[config.mk]
export PLATFORM = sky130hd
export DESIGN_NAME = tone_player_flat
export DESIGN_NICKNAME = d
export VERILOG_FILES = /design/src/rtl/tone_pkg.sv /design/src/rtl/tone_player_if.sv /design/src/rtl/tone_phase_gen.sv /design/src/rtl/tone_player.sv /design/src/flat_wrapper.sv
export SDC_FILE = /design/constraint.sdc
export NUM_CORES = 1
export LEC_CHECK = 0
export CORE_ASPECT_RATIO = 0.6
export CORE_MARGIN = 3
export CORE_UTILIZATION = 60
export CTS_CLUSTER_SIZE = 10
export DETAILED_ROUTE_END_ITERATION = 10
export GPL_ROUTABILITY_DRIVEN = 1
export PLACE_DENSITY_LB_ADDON = 0.12
export SYNTH_ARGS = -nofsm -noshare
export SYNTH_HDL_FRONTEND = slang
export SYNTH_SLANG_ARGS = --single-unit
[constraint.sdc]
create_clock -name clk -period 9.3 [get_ports clk]
set_clock_uncertainty 0.15 [all_clocks]
set_input_delay 2.79 -clock clk [delete_from_list [all_inputs] [get_ports clk]]
set_output_delay 2.79 -clock clk [all_outputs]
set_load 0.03 [all_outputs]
[src/rtl/tone_pkg.sv]
// Shared types and widths for the tone player: FSM states, sample/delay/amplitude widths
// and the amplitude-to-signed-sample conversion.
package tone_pkg;

    typedef enum logic [1:0] {
        ST_IDLE    = 2'd0,
        ST_ATTACK  = 2'd1,
        ST_SUSTAIN = 2'd2,
        ST_RELEASE = 2'd3
    } tone_state_e;

    localparam int SAMPLE_W = 32;
    localparam int DELAY_W  = 20;
    localparam int AMP_W    = 24;

    // phase=1 gives +amp, phase=0 gives -amp (two's complement of the zero-extended magnitude)
    function automatic logic [SAMPLE_W-1:0] signed_sample(input logic [AMP_W-1:0] amp,
                                                          input logic             phase);
        logic [SAMPLE_W-1:0] ext;
        ext = {{(SAMPLE_W-AMP_W){1'b0}}, amp};
        return phase ? ext : (~ext + SAMPLE_W'(1));
    endfunction

endpackage

[src/rtl/tone_player_if.sv]
// Note-request and codec-write signals between the note decoder/codec side (master)
// and the tone player (slave).
interface tone_player_if;
    import tone_pkg::*;

    logic [DELAY_W-1:0]  delay;
    logic                note_on;
    logic                audio_out_allowed;
    logic [SAMPLE_W-1:0] left_channel_audio_out;
    logic [SAMPLE_W-1:0] right_channel_audio_out;
    logic                write_audio_out;
    logic                busy;

    modport master (
        output delay, note_on, audio_out_allowed,
        input  left_channel_audio_out, right_channel_audio_out, write_audio_out, busy
    );

    modport slave (
        input  delay, note_on, audio_out_allowed,
        output left_channel_audio_out, right_channel_audio_out, write_audio_out, busy
    );

endinterface

[src/rtl/tone_phase_gen.sv]
// Square-wave phase generator: half-period counter with delay reload at each half-period
// boundary, so pitch changes never cut a half-period short.
module tone_phase_gen
    import tone_pkg::*;
(
    input  logic               clk,
    input  logic               reset,
    input  logic               restart_i,
    input  logic [DELAY_W-1:0] delay_i,
    output logic               phase_o,
    output logic               silent_o
);

    logic [DELAY_W-1:0] active_q, active_d;
    logic [DELAY_W-1:0] cnt_q, cnt_d;
    logic               phase_q, phase_d;

    always_comb begin
        active_d = active_q;
        cnt_d    = cnt_q;
        phase_d  = phase_q;
        if (restart_i) begin
            active_d = delay_i;
            cnt_d    = '0;
            phase_d  = 1'b0;
        end else if (active_q != '0) begin
            if (cnt_q == active_q - DELAY_W'(1)) begin
                cnt_d    = '0;
                phase_d  = ~phase_q;
                active_d = delay_i;
            end else begin
                cnt_d = cnt_q + DELAY_W'(1);
            end
        end
    end

    always_ff @(posedge clk) begin
        if (reset) begin
            active_q <= '0;
            cnt_q    <= '0;
            phase_q  <= 1'b0;
        end else begin
            active_q <= active_d;
            cnt_q    <= cnt_d;
            phase_q  <= phase_d;
        end
    end

    assign phase_o  = phase_q;
    assign silent_o = (active_q == '0);

endmodule

[src/rtl/tone_player.sv]
// Tone player: envelope FSM, sample-rate divider and codec write handshake around tone_phase_gen.
// Define TONE_ENVELOPE_EN for ramped attack/release; otherwise amplitude jumps in a single tick.
//
//  state   | meaning
//  IDLE    | silent, zero samples still written each tick
//  ATTACK  | amplitude ramping up toward AMP_MAX
//  SUSTAIN | amplitude held at AMP_MAX while note held
//  RELEASE | amplitude ramping down to 0 after key release
module tone_player
    import tone_pkg::*;
#(
    parameter int unsigned SAMPLE_DIV   = 1042,
    parameter int unsigned AMP_MAX      = 10000000,
    parameter int unsigned ATTACK_STEP  = 100000,
    parameter int unsigned RELEASE_STEP = 20000
) (
    input  logic          clk,
    input  logic          reset,
    tone_player_if.slave  bus
);

`ifdef TONE_ENVELOPE_EN
    localparam bit ENV_EN = 1'b1;
`else
    localparam bit ENV_EN = 1'b0;
`endif
    localparam int unsigned ATK_INC = ENV_EN ? ATTACK_STEP  : AMP_MAX;
    localparam int unsigned REL_DEC = ENV_EN ? RELEASE_STEP : AMP_MAX;
    localparam int          DIV_W   = $clog2(SAMPLE_DIV + 1);

    localparam logic [AMP_W-1:0] AMP_TOP = AMP_W'(AMP_MAX);
    localparam logic [AMP_W:0]   ATK_V   = (AMP_W+1)'(ATK_INC);
    localparam logic [AMP_W-1:0] REL_V   = AMP_W'(REL_DEC);

    tone_state_e         state_q, state_d;
    logic [AMP_W-1:0]    amp_q, amp_d;
    logic [DIV_W-1:0]    div_q, div_d;
    logic                pending_q, pending_d;
    logic [SAMPLE_W-1:0] pend_q, pend_d;
    logic [SAMPLE_W-1:0] out_q, out_d;
    logic                write_q, write_d;
    logic                tick, restart, phase, silent;

    tone_phase_gen u_phase (
        .clk       (clk),
        .reset     (reset),
        .restart_i (restart),
        .delay_i   (bus.delay),
        .phase_o   (phase),
        .silent_o  (silent)
    );

    always_comb begin
        state_d = state_q;
        amp_d   = amp_q;
        restart = 1'b0;
        case (state_q)
            ST_IDLE: begin
                if (bus.note_on) begin
                    state_d = ST_ATTACK;
                    restart = 1'b1;
                end
            end
            ST_ATTACK: begin
                if (!bus.note_on) begin
                    state_d = ST_RELEASE;
                end else if (tick) begin
                    if (({1'b0, amp_q} + ATK_V) >= {1'b0, AMP_TOP}) begin
                        amp_d   = AMP_TOP;
                        state_d = ST_SUSTAIN;
                    end else begin
                        amp_d = amp_q + ATK_V[AMP_W-1:0];
                    end
                end
            end
            ST_SUSTAIN: begin
                if (!bus.note_on) state_d = ST_RELEASE;
            end
            ST_RELEASE: begin
                // re-attack keeps the current amplitude so the waveform does not click
                if (bus.note_on) begin
                    state_d = ST_ATTACK;
                    restart = 1'b1;
                end else if (tick) begin
                    if (amp_q <= REL_V) begin
                        amp_d   = '0;
                        state_d = ST_IDLE;
                    end else begin
                        amp_d = amp_q - REL_V;
                    end
                end
            end
            default: state_d = ST_IDLE;
        endcase
    end

    always_comb begin
        tick      = (div_q == DIV_W'(SAMPLE_DIV - 1));
        div_d     = tick ? '0 : div_q + DIV_W'(1);
        pending_d = pending_q;
        pend_d    = pend_q;
        out_d     = out_q;
        write_d   = 1'b0;
        if (pending_q && bus.audio_out_allowed) begin
            write_d   = 1'b1;
            out_d     = pend_q;
            pending_d = 1'b0;
        end
        // a tick overwrites any unsent sample; a write in the same cycle takes the old one
        if (tick) begin
            pending_d = 1'b1;
            pend_d    = silent ? '0 : signed_sample(amp_q, phase);
        end
    end

    always_ff @(posedge clk) begin
        if (reset) begin
            state_q   <= ST_IDLE;
            amp_q     <= '0;
            div_q     <= '0;
            pending_q <= 1'b0;
            pend_q    <= '0;
            out_q     <= '0;
            write_q   <= 1'b0;
        end else begin
            state_q   <= state_d;
            amp_q     <= amp_d;
            div_q     <= div_d;
            pending_q <= pending_d;
            pend_q    <= pend_d;
            out_q     <= out_d;
            write_q   <= write_d;
        end
    end

    assign bus.left_channel_audio_out  = out_q;
    assign bus.right_channel_audio_out = out_q;
    assign bus.write_audio_out         = write_q;
    assign bus.busy                    = (state_q != ST_IDLE);

endmodule
[src/flat_wrapper.sv]
// flat-port wrapper written by rule: the top's interface ports become plain ports
module tone_player_flat import tone_pkg::*;
#(
    parameter int unsigned SAMPLE_DIV   = 1042,
    parameter int unsigned AMP_MAX      = 10000000,
    parameter int unsigned ATTACK_STEP  = 100000,
    parameter int unsigned RELEASE_STEP = 20000
)
  (clk, reset, bus_delay, bus_note_on, bus_audio_out_allowed, bus_left_channel_audio_out, bus_right_channel_audio_out, bus_write_audio_out, bus_busy);
  tone_player_if bus_i ();
  input  logic clk;
  input  logic reset;
  input wire logic [$bits(bus_i.delay)-1:0] bus_delay;
  input wire logic [$bits(bus_i.note_on)-1:0] bus_note_on;
  input wire logic [$bits(bus_i.audio_out_allowed)-1:0] bus_audio_out_allowed;
  output wire logic [$bits(bus_i.left_channel_audio_out)-1:0] bus_left_channel_audio_out;
  output wire logic [$bits(bus_i.right_channel_audio_out)-1:0] bus_right_channel_audio_out;
  output wire logic [$bits(bus_i.write_audio_out)-1:0] bus_write_audio_out;
  output wire logic [$bits(bus_i.busy)-1:0] bus_busy;
  assign bus_i.delay = bus_delay;
  assign bus_i.note_on = bus_note_on;
  assign bus_i.audio_out_allowed = bus_audio_out_allowed;
  assign bus_left_channel_audio_out = bus_i.left_channel_audio_out;
  assign bus_right_channel_audio_out = bus_i.right_channel_audio_out;
  assign bus_write_audio_out = bus_i.write_audio_out;
  assign bus_busy = bus_i.busy;
  tone_player #(.SAMPLE_DIV(SAMPLE_DIV), .AMP_MAX(AMP_MAX), .ATTACK_STEP(ATTACK_STEP), .RELEASE_STEP(RELEASE_STEP)) u_core (.clk(clk), .reset(reset), .bus(bus_i));
endmodule
==> results.ini, run 1 <==
[sta]
holdWs_ps=298
fin_crit_sh_pct=51.7
hold_violations=0
worstMarginPinSlew_ps=1200
rsz0062_at_grt=false
min_period_ps=4810
finalSetupViolations=0
finalSetupTns_ps=0
max_clock_freq_mhz=208
maxSlewViolCount=0
slew_headroom_pct=19.8

[floorplan]
die_x_um=149
initial_core_util_pct=63.4
ioPinCount=90
coreArea_um2=11600
die_area_um2=13700
rows=30
die_height_um=91.9

[clocking]
htreeDepth=4
numCtsBuffers=17
post-cts-setup-buffers=0
cts_resized=0
cts_tree=done
hold_buffers=0
clock_sinks=127
insertion_delay_ps=420
root_buffer=clkbuf_16
cts_max_path_buffers=2
clkTransAtPathRegs_ps=60

[detailed_routing]
ant_nets=0
totalWireLength_um=20900
drtPass1Iterations=6
via_count=6903
routedWlPerCell_um=19.0
drt_iter0_drc=923
viasPerCell=6.26
drc=0

[synthesis]
syn_inst=913
synthTopCellsByArea=dfxtp_1 (34%), xnor2_1 (5.6%), nand2_1 (5.2%), nand2b_1 (4.2%), a21oi_1 (4.1%)
synth_area_leader_cell=dfxtp_1
synth-seq-cells=127
async_reset_ff_share_pct=0
synth_seq_area_share_pct=34.5
synth_top_cell_area_share_pct=34.5
syn_avg_cell_area_um2=8.08
synth_cell_types=70
ys.flop_type=dfxtp_1
netlist_area_um2=7380
synth_edf_count=0
syn_nets=951
yosysWarnings=0

[final_layout]
fillers=864
layout.nets=968
antenna_cells=0
final_cell_mix=dfxtp_1 (127), nand2_1 (103), clkdlybuf4s50_1 (88)
instances_no_fill=1103
post-route-util_pct=73.9
multi_input_area_um2=4240
areaGrowthSynthToFinish_pct=16.6
ff_latch_area_um2=2540
drive_gt1_share_pct=5.51
final_common_cell=dfxtp_1

[worst_setup_path]
cp_max_fo=4
cp_common_cell=inv_1
cp-start-kind=flip-flop
critPathKind=flip-flop to primary output
crit_arrival_ps=1870
worstPathRequired_ps=6360
cp_slowest_cell=clkdlybuf4s50_1
cpPeakStageDelay_ps=660
end_kind=primary output
cp_cell_sequence=inv_1, ha_1, inv_1, clkdlybuf4s50_1

[placed_design]
io_buffers=89
place_congestion=1.00
dp_hpwl_um=14900
placedCellCount=1071

[grt]
grt_pass1_vias=6127
grt_start_max_net_pins=95
antenna_found_initial=0
grt_pass1_wl_um=33100
grt.total_usage_pct=30.4
grt-ovfl-total=0

[status]
status=finished clean

[pwr]
power_density_nw_per_um2=193
peakVddDrop_mv=0.180
leakage_nw=3.13
finalPower_mw=1.66

[min_path]
holdCritPathClass=flip-flop to flip-flop

[run]
drv_cap=0

-- cells by family after synthesis --
group,synth area share (%)
xor+xnor,8.90
flops,34.5
compound gates,18.7
mux,2.98
fa+ha+maj,2.37
buf+inv,8.26
simple gates,24.3
-- power breakdown --
group,internal (mW),switching (mW),total (mW)
clock,0.419,0.260,0.678
sequential,0.572,0.0502,0.622
combinational,0.153,0.203,0.357
total,1.14,0.513,1.66
-- through the flow --
stage / cell area [um2] / worst slack [ps]
floorplan: 7380 / 5080
global placement: 8000 / 4280
detailed placement: 8000 / 4160
CTS: 8600 / 4480
global route: 8600 / 4370
finish: 8600 / 4490
-- per-layer routing --
metal  wire length [um]  GRT usage, %  vias up
li1                   -             -     3236
met1               9530          45.2     3214
met2               8250          40.8      426
met3               2940          11.4       27
met4                203          8.00        0
met5                  0             0        -
-- cell type report --
cell class / instances / share of cell area [%]
clock buffer: 21 / 5.47
multi-input combinational: 666 / 49.3
inverter: 22 / 0.960
clock inverter: 11 / 1.51
timing repair buffer: 96 / 10.9
tap: 160 / 2.33
sequential: 127 / 29.5
-- registers in the layout, summed over array words and instances, names as in the netlist --
name / flops
u_core.pending_q: 1
u_core.state_q: 2
u_core.u_phase.active_q: 20
u_core.bus.write_audio_out: 1
u_core.u_phase.phase_o: 1
u_core.pend_q: 27
u_core.div_q: 11
u_core.bus.left_channel_audio_out: 27
u_core.amp_q: 17
u_core.u_phase.cnt_q: 20
-- synth_stat cells, drive strengths merged (5+ instances only) --
cell type,number
nor2,53
nand2,103
a41oi,8
nor2b,7
nand4,14
xnor2,47
and2,11
a21oi,60
a21o,15
o31ai,7
a211oi,8
nand3,13
inv,21
clkbuf,50
ha,14
o2111ai,6
o21ai,39
o211ai,7
buf,48
nand2b,49
mux2i,22
nand4b,5
and3,9
xor2,28
nor3,35
nor4,11
a31oi,10
dfxtp,127
or3,11
a311oi,7
or4,9
-- final timing paths --
kind	cells past startpoint	from	endpoint	slack (ps)
setup / recovery	4	u_core.state_q[0]	bus_busy	4490
hold / removal	2	u_core.pend_q[6]	u_core.bus.left_channel_audio_out[6]	300
setup reg to reg	7	u_core.u_phase.active_q[2]	u_core.u_phase.active_q[14]	5320
hold reg to reg	2	u_core.pend_q[6]	u_core.bus.left_channel_audio_out[6]	300
-- critical path, delay by kind of cell, from the launching register on --
kind,cells,cell delay (ps)
buf+inv,3,820
flops,1,390
fa+ha+maj,1,240
Power figures use the tool's default switching activity.
==> run 2, diff against run 1 <==
--- a/config.mk
+++ b/config.mk
@@ -7,7 +7,7 @@
 export LEC_CHECK = 0
 export CORE_ASPECT_RATIO = 0.6
 export CORE_MARGIN = 3
-export CORE_UTILIZATION = 60
+export CORE_UTILIZATION = 51
 export CTS_CLUSTER_SIZE = 10
 export DETAILED_ROUTE_END_ITERATION = 10
 export GPL_ROUTABILITY_DRIVEN = 1
==> constraint.sdc (replaced) <==
create_clock -name clk -period 3.9 [get_ports clk]
set_clock_uncertainty 0.15 [all_clocks]
set_input_delay 1.17 -clock clk [delete_from_list [all_inputs] [get_ports clk]]
set_output_delay 1.17 -clock clk [all_outputs]
set_load 0.03 [all_outputs]
==> results.ini, run 2 (synthesized netlist as in run 1, its figures left out) <==
[floorplan]
die_area_um2=16000  ; +17%
ioPinCount=90  ; unchanged
die_x_um=161  ; +8.1%
die_height_um=99.2  ; +7.9%
coreArea_um2=13900  ; +20%
rows=33  ; +10%
initial_core_util_pct=53.0  ; -10 points

[pwr]
power_density_nw_per_um2=469  ; +140%
peakVddDrop_mv=0.387  ; +120%
leakage_nw=3.21  ; +2.6%

[run]
drv_cap=0  ; unchanged

[sta]
rsz0062_at_grt=false
fin_crit_sh_pct=85.1
slew_headroom_pct=35.3  ; +15 points
hold_violations=0  ; unchanged
finalSetupTns_ps=0  ; unchanged
finalSetupViolations=0  ; unchanged
min_period_ps=3320
maxSlewViolCount=0  ; unchanged
max_clock_freq_mhz=301
worstMarginPinSlew_ps=968  ; -235 ps

[final_layout]
finalInstanceArea_um2=8780  ; +2.1%
areaGrowthSynthToFinish_pct=19.0
final_common_cell=dfxtp_1
final_cell_mix=dfxtp_1 (127), nand2_1 (103), clkdlybuf4s50_1 (88)
antenna_cells=0  ; unchanged
drive_gt1_share_pct=6.60  ; +1.1 points
layout.nets=980  ; +1.2%

[detailed_routing]
via_count=6770  ; -1.9%
drc=0  ; unchanged
routedWlPerCell_um=18.3  ; -3.8%
drt_iter0_drc=624  ; -32%
ant_nets=0  ; unchanged
totalWireLength_um=20900  ; about the same
viasPerCell=5.90  ; -5.7%
drtPass1Iterations=5  ; -1

[grt]
grt-ovfl-total=0  ; unchanged
busiest_layer=met1
grt_use_met3_pct=8.82  ; -2.5 points
grt_pass1_vias=6167  ; +0.65%
grt.total_usage_pct=26.5  ; -3.9 points
grt_start_max_net_pins=59  ; -38%
grt.met1_usage_pct=40.8  ; -4.4 points
antenna_found_initial=0  ; unchanged
grt_util_met2_pct=35.5  ; -5.3 points
grt_pass1_wl_um=33700  ; +2.0%

[worst_setup_path]
crit_buf_inv=1  ; -2
cp_max_fo=20  ; +16
cpPeakStageDelay_ps=680  ; +20 ps
reg2reg_depth=8  ; +1
regToRegSetupSlack_ps=580  ; -4740 ps
crit_arrival_ps=3450  ; +1580 ps
cp_cell_sequence=nor4_1, nand4_1, or4_1, a211oi_1, nand4_1, o31a_1, buf_4, mux2i_1
cp-start-kind=flip-flop
critPathKind=flip-flop to flip-flop
cp_top_family=simple AND/OR/NAND/NOR gates
end_kind=flip-flop
rr_endpoint=u_core.u_phase.active_q[0]
cp_slowest_cell=nor4_1
worstPathRequired_ps=4030  ; -2330 ps
cp_common_cell=nand4_1
r2r_start=u_core.u_phase.active_q[2]

[clocking]
clkTransAtPathRegs_ps=60  ; about the same
cts_max_path_buffers=2  ; unchanged
post-cts-setup-buffers=0  ; unchanged
cts_tree=done
htreeDepth=4  ; unchanged
root_buffer=clkbuf_16
cts_resized=0  ; unchanged
hold_buffers=0  ; unchanged
insertion_delay_ps=420  ; about the same
numCtsBuffers=17  ; unchanged
clock_sinks=127  ; unchanged

[status]
status=finished clean

[min_path]
min_delay_path_depth=2  ; unchanged
min_to=u_core.bus.left_channel_audio_out[17]
hold_start=u_core.pend_q[17]
holdCritPathClass=flip-flop to flip-flop

[placed_design]
dp_hpwl_um=15500  ; +4.0%
place_congestion=0.952  ; -5.2%
dpl_cell_area_um2=8130  ; +1.6%
io_buffers=89  ; unchanged

[run 2: final cells by class]
type	instances	area (um2)
Multi-Input combinational cell	666	4240
Clock inverter	14	226
Timing Repair Buffer	108	1030
Inverter	22	82.6
Sequential cell	127	2540
Tap cell	192	240
Fill cell	1175	5130
Clock buffer	18	429
[run 2: worst max path at each step]
stage                                from                           to  slack [ps]  cells past startpoint
2_1_floorplan  u_core.u_phase.active_q[0]     u_core.u_phase.cnt_q[12]         910                     11
3_3_place_gp                  bus_note_on             u_core.amp_q[15]         540                      7
3_5_place_dp                  bus_note_on             u_core.amp_q[15]         450                      7
4_1_cts        u_core.u_phase.active_q[2]  u_core.u_phase.active_q[15]         670                      8
5_1_grt        u_core.u_phase.active_q[2]      u_core.u_phase.cnt_q[6]         380                      8
6_report       u_core.u_phase.active_q[2]   u_core.u_phase.active_q[0]         580                      8
[run 2: layer usage]
layer	share of wire, %	vias to the layer above
li1	-	3262
met5	0	-
met1	48	3141
met2	38	351
met4	0.59	0
met3	13	16
[run 2: per-stage QoR]
stage	power (mW)	hold slack [ps]	utilization (%)	instances	setup WS, ps
floorplan	2.13	275	-	913	912
global placement	2.30	284	58.4	1115	543
detailed placement	2.33	292	58.4	1115	447
CTS	4.12	305	63.1	1147	669
global route	4.28	321	63.1	1147	378
finish	4.12	303	63.1	1147	580
[run 2: where the power goes]
group | leakage (nW) | switching (mW) | internal [mW]
registers | 1.03 | 0.111 | 1.36
logic | 1.87 | 0.478 | 0.370
clock network | 0.318 | 0.645 | 1.15
[run 2: worst register-to-register path: cells and delay by family (launching register included)]
kind,cells,cell delay [ps]
compound gates,2,560
flops,1,360
buf+inv,1,240
simple gates,4,1700
mux,1,190
